**src/rtl/mem_arbiter.sv**
```systemverilog
// mem_arbiter: shares one variable-latency Rd/Wr/Done memory port between the
// instruction-fetch port and the data port. Data has priority, and a saturating
// streak counter bounds how long a pending fetch can be held off.
module mem_arbiter #(
  parameter int unsigned MAX_D_STREAK = 4
) (
  input  logic        i_clk,
  input  logic        i_rst_n,
  input  logic        i_i_req,
  input  logic [31:0] i_i_addr,
  output logic        o_i_done,
  output logic [31:0] o_i_data,
  input  logic        i_d_req,
  input  logic        i_d_wr,
  input  logic [31:0] i_d_addr,
  input  logic [31:0] i_d_wdata,
  output logic        o_d_done,
  output logic [31:0] o_d_data,
  output logic        o_mem_rd,
  output logic        o_mem_wr,
  output logic [31:0] o_mem_addr,
  output logic [31:0] o_mem_din,
  input  logic        i_mem_done,
  input  logic [31:0] i_mem_dout,
  output logic        o_busy
);

  typedef enum logic [1:0] {IDLE, BUSY, RESP} state_t;

  localparam logic [3:0] STREAK_MAX = 4'(MAX_D_STREAK);

  state_t      state;
  logic        owner_d;   // 1 = data port owns the transaction, 0 = fetch
  logic        wr_q;
  logic [31:0] addr_q;
  logic [31:0] wdata_q;
  logic [31:0] i_data_q;
  logic [31:0] d_data_q;
  logic [3:0]  streak;
  logic        i_done_q;
  logic        d_done_q;

  logic arb_en;
  logic at_limit;
  logic grant_d;
  logic grant_i;

  // Arbitration: data wins a tie unless it has used up its streak allowance.
  always_comb begin
    // NOTE: every always_comb output gets a default first so no path can infer a latch.
    arb_en   = 1'b0;
    at_limit = 1'b0;
    grant_d  = 1'b0;
    grant_i  = 1'b0;
    arb_en   = (state != BUSY);
    at_limit = (streak == STREAK_MAX);
    grant_d  = arb_en && i_d_req && !(i_i_req && at_limit);
    grant_i  = arb_en && i_i_req && !grant_d;
  end

  // Transaction FSM, request capture, streak counter and registered done/data.
  always_ff @(posedge i_clk or negedge i_rst_n) begin
    if (!i_rst_n) begin
      // NOTE: state uses non-blocking assignments so every register samples pre-edge values.
      state    <= IDLE;
      owner_d  <= 1'b0;
      wr_q     <= 1'b0;
      addr_q   <= '0;
      wdata_q  <= '0;
      i_data_q <= '0;
      d_data_q <= '0;
      streak   <= '0;
      i_done_q <= 1'b0;
      d_done_q <= 1'b0;
    end else begin
      i_done_q <= 1'b0;
      d_done_q <= 1'b0;
      case (state)
        IDLE, RESP: begin
          if (grant_d || grant_i) begin
            owner_d <= grant_d;
            addr_q  <= grant_d ? i_d_addr : i_i_addr;
            wr_q    <= grant_d && i_d_wr;
            wdata_q <= grant_d ? i_d_wdata : '0;
            state   <= BUSY;
            if (grant_i || !i_i_req) begin
              streak <= '0;
            end else if (!at_limit) begin
              streak <= streak + 4'd1;
            end
          end else begin
            state <= IDLE;
          end
        end
        BUSY: begin
          if (i_mem_done) begin
            if (owner_d) begin
              d_done_q <= 1'b1;
              if (!wr_q) d_data_q <= i_mem_dout;
            end else begin
              i_done_q <= 1'b1;
              i_data_q <= i_mem_dout;
            end
            state <= RESP;
          end
        end
        default: state <= IDLE;
      endcase
    end
  end

  assign o_busy     = (state == BUSY);
  assign o_mem_rd   = o_busy && !wr_q;
  assign o_mem_wr   = o_busy && wr_q;
  assign o_mem_addr = addr_q;
  assign o_mem_din  = wdata_q;
  assign o_i_done   = i_done_q;
  assign o_d_done   = d_done_q;
  assign o_i_data   = i_data_q;
  assign o_d_data   = d_data_q;

endmodule

```
**config.mk**
```make
export PLATFORM = sky130hd
export DESIGN_NAME = mem_arbiter
export DESIGN_NICKNAME = d
export VERILOG_FILES = /design/src/rtl/mem_arbiter.sv
export SDC_FILE = /design/constraint.sdc
export NUM_CORES = 1
export LEC_CHECK = 0
export BUFFER_PORTS_ARGS = -buffer_cell sky130_fd_sc_hd__buf_2
export CAP_MARGIN = 20
export CELL_PAD_IN_SITES_DETAIL_PLACEMENT = 1
export CELL_PAD_IN_SITES_GLOBAL_PLACEMENT = 1
export CORE_UTILIZATION = 37
export CTS_BUF_LIST = sky130_fd_sc_hd__clkbuf_4 sky130_fd_sc_hd__clkbuf_8
export CTS_CLUSTER_DIAMETER = 150
export DETAILED_ROUTE_END_ITERATION = 10
export PLACE_DENSITY = 0.84
export SLEW_MARGIN = 25
export SYNTH_ARGS = -nofsm -noshare
export SYNTH_HDL_FRONTEND = slang
export SYNTH_SLANG_ARGS = --single-unit
```
**constraint.sdc**
```tcl
create_clock -name i_clk -period 1.9 [get_ports i_clk]
set_clock_uncertainty 0.2 [all_clocks]
set_input_delay 0.38 -clock i_clk [delete_from_list [all_inputs] [get_ports i_clk]]
set_output_delay 0.38 -clock i_clk [all_outputs]
set_load 0.05 [all_outputs]
```
==> results of run 1 <==
worst max-delay path, cell delays in order (launching register included):
cell      delay [ns]
dfrtp_1         0.37
nand2b_4        0.16
inv_4           0.07
and2_4          0.16
buf_12          0.14
what timing repair did:
| item | CTS | global route |
|---|---|---|
| resized for setup | 25 | 9 |
| gates cloned | 3 | 0 |
| hold endpoints to repair | 265 | 0 |
| setup endpoints to repair | 3 | 46 |
| pin swaps | 1 | 3 |
| buffers inserted | 8 | 2 |
| hold buffers | 95 | 0 |
path summary, 6_finish.rpt:
check | from | to | slack [ns] | cells after the start
worst min-delay path | i_i_addr[0] | o_mem_addr[0] | 0.02 | 3
worst max-delay path | state[1] | o_mem_wr | -0.02 | 4
max in group asynchronous | i_rst_n | o_mem_din[22] | 0.70 | 3
worst min register to register | o_mem_addr[14] | o_mem_addr[14] | 0.30 | 2
min in group asynchronous | i_rst_n | o_d_data[7] | 0.20 | 2
worst max register to register | state[1] | o_i_data[24] | 0.06 | 6
logic make-up (layout without fill, tap and decap cells):
logic type / Yosys count / after routing / share of synthesized area, %
compound gates: 74 / 74 / 10.53
fa+ha+maj: 2 / 2 / 0.4415
buf+inv: 41 / 422 / 3.599
flops: 138 / 138 / 60.94
mux: 65 / 65 / 12.89
other cells: 0 / 4 / 0
simple gates: 115 / 115 / 11.59
cell usage in the layout, fill, tap and decap left out, types with 16 or more instances in the layout:
cell type	count
a22o_1	33
buf_2	263
clkbuf_8	18
dfrtp_1	138
dlygate4sd3_1	95
mux2_2	44
mux2_4	16
nand2_1	67
nand4b_1	33
o211ai_1	33
routing by layer:
metal / wire [µm] / track usage [%] / up-vias
met4: 833 / 13.47 / 0
li1: - / - / 2321
met2: 11800 / 52.65 / 247
met3: 1405 / 8.496 / 57
met1: 8366 / 31.91 / 2679
met5: 0 / 0 / -
sequential cells by signal (all words and copies together) (netlist names):
name	count
o_d_data	32
o_i_data	32
o_mem_addr	32
o_mem_din	32
streak	4
state	2
o_d_done	1
o_i_done	1
owner_d	1
wr_q	1
cell type report:
type	count	area, µm²
antenna	4	10.01
clock buffer	18	247.7
clock inverter	14	138.9
fill	1556	5914
inverter	4	17.52
multi-input combinational	256	2093
sequential	138	3453
tap	184	230.2
timing repair buffer	386	2649
metrics by stage:
stage / util, % / instances / hold WS [ns] / worst slack, ns / total power [mW]
after floorplan: - / 435 / -0.1156 / 0.04601 / 12.40
after global placement: 49.30 / 865 / 0.1016 / 0.08323 / 14.67
after detailed placement: 49.30 / 865 / 0.1082 / 0.02485 / 15.06
after CTS: 60.03 / 1001 / 0.0001763 / -0.03765 / 17.97
after global routing: 59.90 / 1003 / 0.008837 / -0.09269 / 18.98
final: 59.91 / 1004 / 0.01920 / -0.02008 / 18.28
report_power, final:
| group | switching (mW) | internal, mW | total (mW) |
|---|---|---|---|
| Combinational | 7.54 | 3.03 | 10.6 |
| Sequential | 0.945 | 4.37 | 5.32 |
| Clock | 1.29 | 1.10 | 2.39 |
| Total | 9.77 | 8.50 | 18.3 |
==> impl_metrics.env, run 1 <==
export IMPL_status="finished with violations"
export IMPL_failed_checks="negative setup slack"
export IMPL_vdd_ir_drop_worst_mv=1.151
export IMPL_dieWidth_um=125.8
export IMPL_hold_path_class="input port to flop"
export IMPL_mappedNetlistNets=571
export IMPL_cellLeakagePower_nw=4.298
export IMPL_max_cap_viol_count=0
export IMPL_post_synth_cell_area_avg_um2=13.03
export IMPL_dr_total_vias=5304
export IMPL_register_bit_count_reported_by_yosys=138
export IMPL_grt_util_all_layers_pct=29.30
export IMPL_period_needed_ns=1.920
export IMPL_cts_clk_slew_worst_paths_ns=0.08
export IMPL_syn_cell_area_um2=5667
export IMPL_cts_sinks=138
export IMPL_synthFlopType="dfrtp_1"
export IMPL_yosysUniqueCellTypes=32
export IMPL_clk_tree_root_cell="clkbuf_8"
export IMPL_critical_path_peak_fanout=5
export IMPL_port_buffers=266
export IMPL_tritonroute_pass_1_iters=6
export IMPL_tritoncts="built"
export IMPL_floorplan_die_area_um2=15810
export IMPL_synthMostInstantiatedCell="dfrtp_1"
export IMPL_insertion_delay_ns=0.44
export IMPL_ffs_w_async_s_r_synth_pct=100.0
export IMPL_grt_start_max_net_pins=49
export IMPL_grt_setup_unrepaired="true"
export IMPL_gr_total_overflow=0
export IMPL_min_period_over_period_pct=101.1
export IMPL_number_of_violations_reported_at_the_end_of_detailed_routing_iteration_0=313
export IMPL_antenna_found_initial=4
export IMPL_die_h_um=125.8
export IMPL_clockBufferDepth=2
export IMPL_ys_seq_area_share_pct=60.94
export IMPL_area_overhead_vs_synth_pct=55.99
export IMPL_slew_violations=0
export IMPL_initial_util_pct=38.41
export IMPL_yosys_warnings=0
export IMPL_tightest_slew_ns=0.3823
export IMPL_placedInstanceArea_um2=7274
export IMPL_synth_largest_area_cell="dfrtp_1"
export IMPL_post_synth_top_area_fraction_pct=60.94
export IMPL_synthesis_instances=435
export IMPL_cts_buffers_inserted=17
export IMPL_dp_final_hpwl_mm=12.38
export IMPL_slew_headroom_pct=74.51
export IMPL_std_cell_rows=44
export IMPL_timing_fmax_mhz=520.8
export IMPL_cts_htree_levels=4
export IMPL_top_level_ports=267
export IMPL_post_route_cells_drive_above_1_share_pct=47.92
export IMPL_cellPowerDensity_nw_per_um2=2068
export IMPL_wire_length_per_cell_um=22.32
export IMPL_synthTopCellsByArea="dfrtp_1 (61%), mux2_2 (12%), a22o_1 (5.1%)"
export IMPL_final_setup_worst_slack_ns=-0.02008
export IMPL_vias_per_cell=5.283
export IMPL_end_kind="primary output"
export IMPL_worst_endpoint_required_ns=1.32
export IMPL_post_synth_most_frequent_cells="dfrtp_1 (138), nand2_1 (67), mux2_2 (60)"
export IMPL_first_pass_grt_wire_length_mm=35.06
export IMPL_fin_setup_tns_ns=-0.02008
export IMPL_cp_data_arrival_time_ns=1.34
export IMPL_crit_type="flop to primary output"
export IMPL_critPathLaunchType="flop"
export IMPL_num_nets_final=939
export IMPL_totalWireLength_mm=22.41
export IMPL_synth_edf_count=0
export IMPL_routabilityCongestion=0.7724
export IMPL_ant_nets=0
export IMPL_postLayoutCellArea_um2=8840
export IMPL_coreArea_um2=14750
export IMPL_drcViolationCount=0
export IMPL_hold_violations=0
export IMPL_setup_viol_count_final=1
export IMPL_vias_in_the_first_global_route=6015
Power figures use the tool's default switching activity.
==> run 2, diff against run 1 <==
--- a/config.mk
+++ b/config.mk
@@ -5,7 +5,7 @@
 export SDC_FILE = /design/constraint.sdc
 export NUM_CORES = 1
 export LEC_CHECK = 0
-export BUFFER_PORTS_ARGS = -buffer_cell sky130_fd_sc_hd__buf_2
+export BUFFER_PORTS_ARGS = -buffer_cell sky130_fd_sc_hd__buf_4
 export CAP_MARGIN = 20
 export CELL_PAD_IN_SITES_DETAIL_PLACEMENT = 1
 export CELL_PAD_IN_SITES_GLOBAL_PLACEMENT = 1
@@ -13,6 +13,7 @@
 export CTS_BUF_LIST = sky130_fd_sc_hd__clkbuf_4 sky130_fd_sc_hd__clkbuf_8
 export CTS_CLUSTER_DIAMETER = 150
 export DETAILED_ROUTE_END_ITERATION = 10
+export GPL_TIMING_DRIVEN = 0
 export PLACE_DENSITY = 0.84
 export SLEW_MARGIN = 25
 export SYNTH_ARGS = -nofsm -noshare
==> impl_metrics.env, run 2 (same netlist as run 1, synthesis figures left out) <==
export IMPL_status="finished with violations"
export IMPL_rr_endpoint="o_i_data[12]"
export IMPL_routabilityCongestion=0.7710
export IMPL_tritoncts="built"
export IMPL_die_h_um=125.8
export IMPL_pre_cts_slack_ns=-0.2615
export IMPL_vias_in_the_first_global_route=5989
export IMPL_critPathLaunchType="flop"
export IMPL_cts_buffers_inserted=17
export IMPL_fin_setup_tns_ns=-0.02698
export IMPL_initial_util_pct=38.41
export IMPL_number_of_violations_reported_at_the_end_of_detailed_routing_iteration_0=215
export IMPL_register_to_register_setup_slack_ns=0.02
export IMPL_gr_total_overflow=0
export IMPL_worst_path_cell_with_the_longest_stage_delay="dfrtp_2"
export IMPL_worst_hold_startpoint="i_i_addr[3]"
export IMPL_tritonroute_pass_1_iters=6
export IMPL_most_common_cell_after_layout_fill_and_taps_aside="buf_4"
export IMPL_timing_rr_start="state[1]"
export IMPL_setup_viol_count_final=1
export IMPL_crit_cells=4
export IMPL_worstHoldEndpoint="o_mem_addr[3]"
export IMPL_post_route_cells_drive_above_1_share_pct=48.97
export IMPL_power_report_internal_total_mw=9.279
export IMPL_comb_power_share_pct=59.4
export IMPL_antenna_found_initial=0
export IMPL_area_overhead_vs_synth_pct=64.85
export IMPL_critical_path_max_stage_delay_ns=0.44
export IMPL_cts_htree_levels=4
export IMPL_hold_path_class="input port to flop"
export IMPL_critical_path_peak_fanout=4
export IMPL_cts_clk_slew_worst_paths_ns=0.08
export IMPL_failed_checks="negative setup slack"
export IMPL_top_level_ports=267
export IMPL_tightest_slew_ns=0.5961
export IMPL_grt_setup_unrepaired="true"
export IMPL_hold_violations=0
export IMPL_timing_fmax_mhz=518.9
export IMPL_pwr_share_clk_pct=12.4
export IMPL_worst_endpoint_required_ns=1.32
export IMPL_min_period_over_period_pct=101.4
export IMPL_dr_total_vias=5262
export IMPL_holdPathStages=3
export IMPL_cts_sinks=138
export IMPL_grt_util_all_layers_pct=28.54
export IMPL_clockBufferDepth=2
export IMPL_grt_start_max_net_pins=83
export IMPL_slew_violations=0
export IMPL_highest_count_cells_in_the_layout_ignoring_fill_and_taps="buf_4 (274), dfrtp_1 (137), dlygate4sd3_1 (87)"
export IMPL_first_pass_grt_wire_length_mm=34.27
export IMPL_floorplan_die_area_um2=15810
export IMPL_period_needed_ns=1.927
export IMPL_vias_per_cell=5.205
export IMPL_clk_tree_root_cell="clkbuf_8"
export IMPL_vdd_ir_drop_worst_mv=0.8896
export IMPL_reg2reg_depth=6
export IMPL_crit_type="flop to primary output"
export IMPL_slew_headroom_pct=60.18
export IMPL_insertedDiodeCount=0
export IMPL_sw_frac_of_total_pct=51.24
export IMPL_cellPowerDensity_nw_per_um2=2037
export IMPL_ant_nets=0
export IMPL_end_kind="primary output"
export IMPL_final_setup_worst_slack_ns=-0.02698
export IMPL_critPathTopFamily="flip-flops"
export IMPL_cellLeakagePower_nw=4.434
export IMPL_coreArea_um2=14750
export IMPL_dieWidth_um=125.8
export IMPL_std_cell_rows=44
export IMPL_finish_utilization_pct=63.31
export IMPL_totalWireLength_mm=22.12
export IMPL_cp_data_arrival_time_ns=1.35
export IMPL_drcViolationCount=0
export IMPL_total_power_mw=19.03
export IMPL_insertion_delay_ns=0.43
export IMPL_cp_cell_sequence="nand2b_4 -> inv_4 -> and2_4 -> buf_12"
export IMPL_num_nets_final=950
export IMPL_dp_final_hpwl_mm=13.37
export IMPL_number_of_buffers_and_inverters_on_the_critical_path=2
export IMPL_max_cap_viol_count=0
export IMPL_total_switching_power_mw=9.750
export IMPL_sequentialPowerShare_pct=28.3
export IMPL_wire_length_per_cell_um=21.88
export IMPL_port_buffers=264
-- run 2: changes by cell type in the layout (fill, tap and decap cells not counted), sizes merged --
cell	change
clkbuf	+22
dlygate4sd3	-8
diode	-4
clkinv	-3
clkinvlp	+2
buf	-1
inv	-1
-- run 2: area by class of cell --
cell class	count	area (µm²)
Buffer	36	229.0
Clock inverter	12	113.9
Clock buffer	20	269.0
Sequential cell	138	3455
Inverter	4	17.52
Multi-Input combinational cell	256	2043
Fill cell	1468	5413
Timing Repair Buffer	361	2984
Tap cell	184	230.2
-- run 2: worst min-delay path, delay by kind of cell --
family	cells	cell delay (ns)
buffers and inverters	1	0.11
AOI/OAI and AO/OA	1	0.08
and+or+nand+nor	1	0.05
-- run 2: power by group through the flow --
stage	registers [mW]	clock network (mW)	logic, mW
after floorplan	9.99	0	2.40
after global placement	5.22	0	10.4
after detailed placement	5.33	0	10.7
after CTS	5.29	2.38	11.0
after global routing	5.53	2.50	11.7
final	5.38	2.35	11.3
-- run 2: how the worst max path moves through the flow --
stage | start | end | slack (ns)
floorplan | state[0] | o_d_data[10] | 0.05
global placement | i_rst_n | o_mem_din[25] | -0.25
detailed placement | state[0] | o_i_data[16] | -0.26
CTS | state[0] | o_mem_wr | -0.09
global route | state[0] | o_mem_wr | -0.07
finish | state[0] | o_mem_wr | -0.03
-- run 2: stage by stage --
step	cells	cell area, µm²	hold WS, ns
floorplan	435	5669	-0.1156
global placement	883	7881	0.2703
detailed placement	884	7916	0.1390
CTS	1009	9273	0.0005022
global route	1011	9341	0.01774
finish	1011	9341	0.02439
-- run 2: what timing repair did --
action                                 4_1_cts  5_1_grt
endpoints found under the hold margin      175        0
resized for setup                           15       31
setup buffers                                7        2
setup endpoints to repair                  130       69
hold buffers                                87        0
cloned                                       0        0
-- run 2: per-layer routing --
| layer | wire, µm | GRT usage, % | up-vias | share of wire, % |
|---|---|---|---|---|
| met2 | 11870 | 52.68 | 221 | 54 |
| li1 | - | - | 2338 | - |
| met1 | 8364 | 31.99 | 2657 | 38 |
| met5 | 0 | 0 | - | 0 |
| met3 | 1166 | 5.820 | 46 | 5.3 |
| met4 | 717 | 11.84 | 0 | 3.2 |
==> run 3, diff against run 2 <==
--- a/config.mk
+++ b/config.mk
@@ -10,11 +10,11 @@
 export CELL_PAD_IN_SITES_DETAIL_PLACEMENT = 1
 export CELL_PAD_IN_SITES_GLOBAL_PLACEMENT = 1
 export CORE_UTILIZATION = 37
-export CTS_BUF_LIST = sky130_fd_sc_hd__clkbuf_4 sky130_fd_sc_hd__clkbuf_8
+export CTS_BUF_LIST = sky130_fd_sc_hd__clkbuf_8
 export CTS_CLUSTER_DIAMETER = 150
 export DETAILED_ROUTE_END_ITERATION = 10
 export GPL_TIMING_DRIVEN = 0
-export PLACE_DENSITY = 0.84
+export PLACE_DENSITY = 0.93
 export SLEW_MARGIN = 25
 export SYNTH_ARGS = -nofsm -noshare
 export SYNTH_HDL_FRONTEND = slang
==> impl_metrics.env, run 3 (same netlist as run 1, synthesis figures left out) <==
export IMPL_status="finished with violations"
export IMPL_failed_checks="negative setup slack"
export IMPL_tritonroute_pass_1_iters=4
export IMPL_min_period_over_period_pct=103.3
export IMPL_first_pass_grt_wire_length_mm=35.64
export IMPL_vdd_ir_drop_worst_mv=0.9416
export IMPL_highest_count_cells_in_the_layout_ignoring_fill_and_taps="buf_4 (282), dfrtp_1 (137), dlygate4sd3_1 (94)"
export IMPL_initial_util_pct=38.41
export IMPL_cts_buffers_inserted=17
export IMPL_vias_in_the_first_global_route=6091
export IMPL_end_kind="flop"
export IMPL_slew_violations=0
export IMPL_hold_path_class="input port to flop"
export IMPL_period_needed_ns=1.962
export IMPL_dr_total_vias=5503
export IMPL_met1_length_mm=9.462
export IMPL_route_met3_wl_mm=1.698
export IMPL_routed_top_layer="met4"
export IMPL_cp_data_arrival_time_ns=2.09
export IMPL_drcViolationCount=0
export IMPL_die_h_um=125.8
export IMPL_num_nets_final=960
export IMPL_grt_util_all_layers_pct=29.75
export IMPL_critPathLaunchType="flop"
export IMPL_cts_sinks=138
export IMPL_hold_violations=0
export IMPL_placedInstanceArea_um2=7916
export IMPL_clk_tree_root_cell="clkbuf_8"
export IMPL_clockBufferDepth=2
export IMPL_routabilityCongestion=0.8050
export IMPL_cellPowerDensity_nw_per_um2=2071
export IMPL_floorplan_die_area_um2=15810
export IMPL_cts_htree_levels=4
export IMPL_fin_setup_tns_ns=-0.7284
export IMPL_slew_headroom_pct=54.39
export IMPL_top_level_ports=267
export IMPL_timing_fmax_mhz=509.6
export IMPL_antenna_found_initial=2
export IMPL_dp_final_hpwl_mm=13.40
export IMPL_critical_path_peak_fanout=10
export IMPL_worst_endpoint_required_ns=2.03
export IMPL_insertion_delay_ns=0.45
export IMPL_ant_nets=0
export IMPL_total_power_mw=19.83
export IMPL_postLayoutCellArea_um2=9575
export IMPL_area_overhead_vs_synth_pct=68.98
export IMPL_wire_length_per_cell_um=24.63
export IMPL_port_buffers=264
export IMPL_tritoncts="built"
export IMPL_pre_cts_slack_ns=-0.2354
export IMPL_vias_per_cell=5.379
export IMPL_number_of_violations_reported_at_the_end_of_detailed_routing_iteration_0=289
export IMPL_cts_clk_slew_worst_paths_ns=0.09
export IMPL_max_cap_viol_count=0
export IMPL_most_common_cell_after_layout_fill_and_taps_aside="buf_4"
export IMPL_final_setup_worst_slack_ns=-0.06227
export IMPL_instances_no_fill=1023
export IMPL_post_route_cells_drive_above_1_share_pct=49.22
export IMPL_cellLeakagePower_nw=4.569
export IMPL_routed_wl_met2_mm=13.12
export IMPL_std_cell_rows=44
export IMPL_placed_cells_incl_taps=884
export IMPL_timing_hold_ws_ns=0.02434
export IMPL_setup_viol_count_final=30
export IMPL_crit_type="flop to flop"
export IMPL_gr_total_overflow=0
export IMPL_dieWidth_um=125.8
export IMPL_coreArea_um2=14750
export IMPL_grt_start_max_net_pins=86
export IMPL_finish_utilization_pct=64.90
export IMPL_totalWireLength_mm=25.19
export IMPL_grt_setup_unrepaired="true"
export IMPL_tightest_slew_ns=0.6827
[run 3: cell count changes in the layout (fill, tap and decap cells not counted), moves of 2 or more]
| cell | delta |
|---|---|
| diode_2 | +2 |
| inv_8 | +2 |
| mux2_1 | -3 |
| dlygate4sd3_1 | +7 |
| clkbuf_4 | -4 |
| clkbuf_2 | -4 |
| mux2_4 | +22 |
| clkinv_4 | +2 |
| buf_2 | +2 |
| buf_6 | -4 |
| buf_4 | +8 |
| mux2_2 | -19 |
[run 3: final cells by class]
class                      instances  area, µm²
fill                            1474       5179
sequential                       138       3455
timing repair buffer             373       3092
multi-input combinational        256       2128
clock buffer                      18      247.7
buffer                            34      237.7
tap                              184      230.2
clock inverter                    14      162.7
inverter                           4      17.52
antenna                            2      5.005
[run 3: final timing paths]
check                               start        endpoint  slack [ns]  cells after the start
setup / recovery                 state[1]    o_i_data[12]       -0.06                      5
hold / removal                i_i_addr[2]   o_mem_addr[2]        0.02                      3
setup reg to reg                 state[1]    o_i_data[12]       -0.06                      5
hold reg to reg            o_mem_addr[20]  o_mem_addr[20]        0.31                      2
max in group asynchronous         i_rst_n            wr_q        0.47                      3
min in group asynchronous         i_rst_n   o_mem_din[13]        0.24                      2
[run 3: routing by layer]
metal	GRT usage, %	vias up
met5	0	-
met4	13.39	0
met3	6.032	62
met2	53.07	284
met1	34.53	2795
li1	-	2362
[run 3: where the power goes]
group	switching (mW)	internal, mW	total (mW)	leakage [nW]
logic	7.76	3.99	11.8	2.69
registers	1.13	4.38	5.51	1.68
clock network	1.33	1.23	2.56	0.200
[run 3: timing repair]
action,CTS,global route
hold buffers,94,0
gates cloned,0,1
setup buffers,7,6
gates resized for setup,24,45
endpoints found under the setup margin,127,124
hold endpoints to repair,180,0
pin swaps,0,1
[run 3: critical path, cell delays in order, from the launching register on]
cell	delay, ns
dfrtp_1	0.37
nand2b_4	0.16
buf_4	0.15
nor3b_4	0.31
buf_4	0.28
mux2_2	0.37
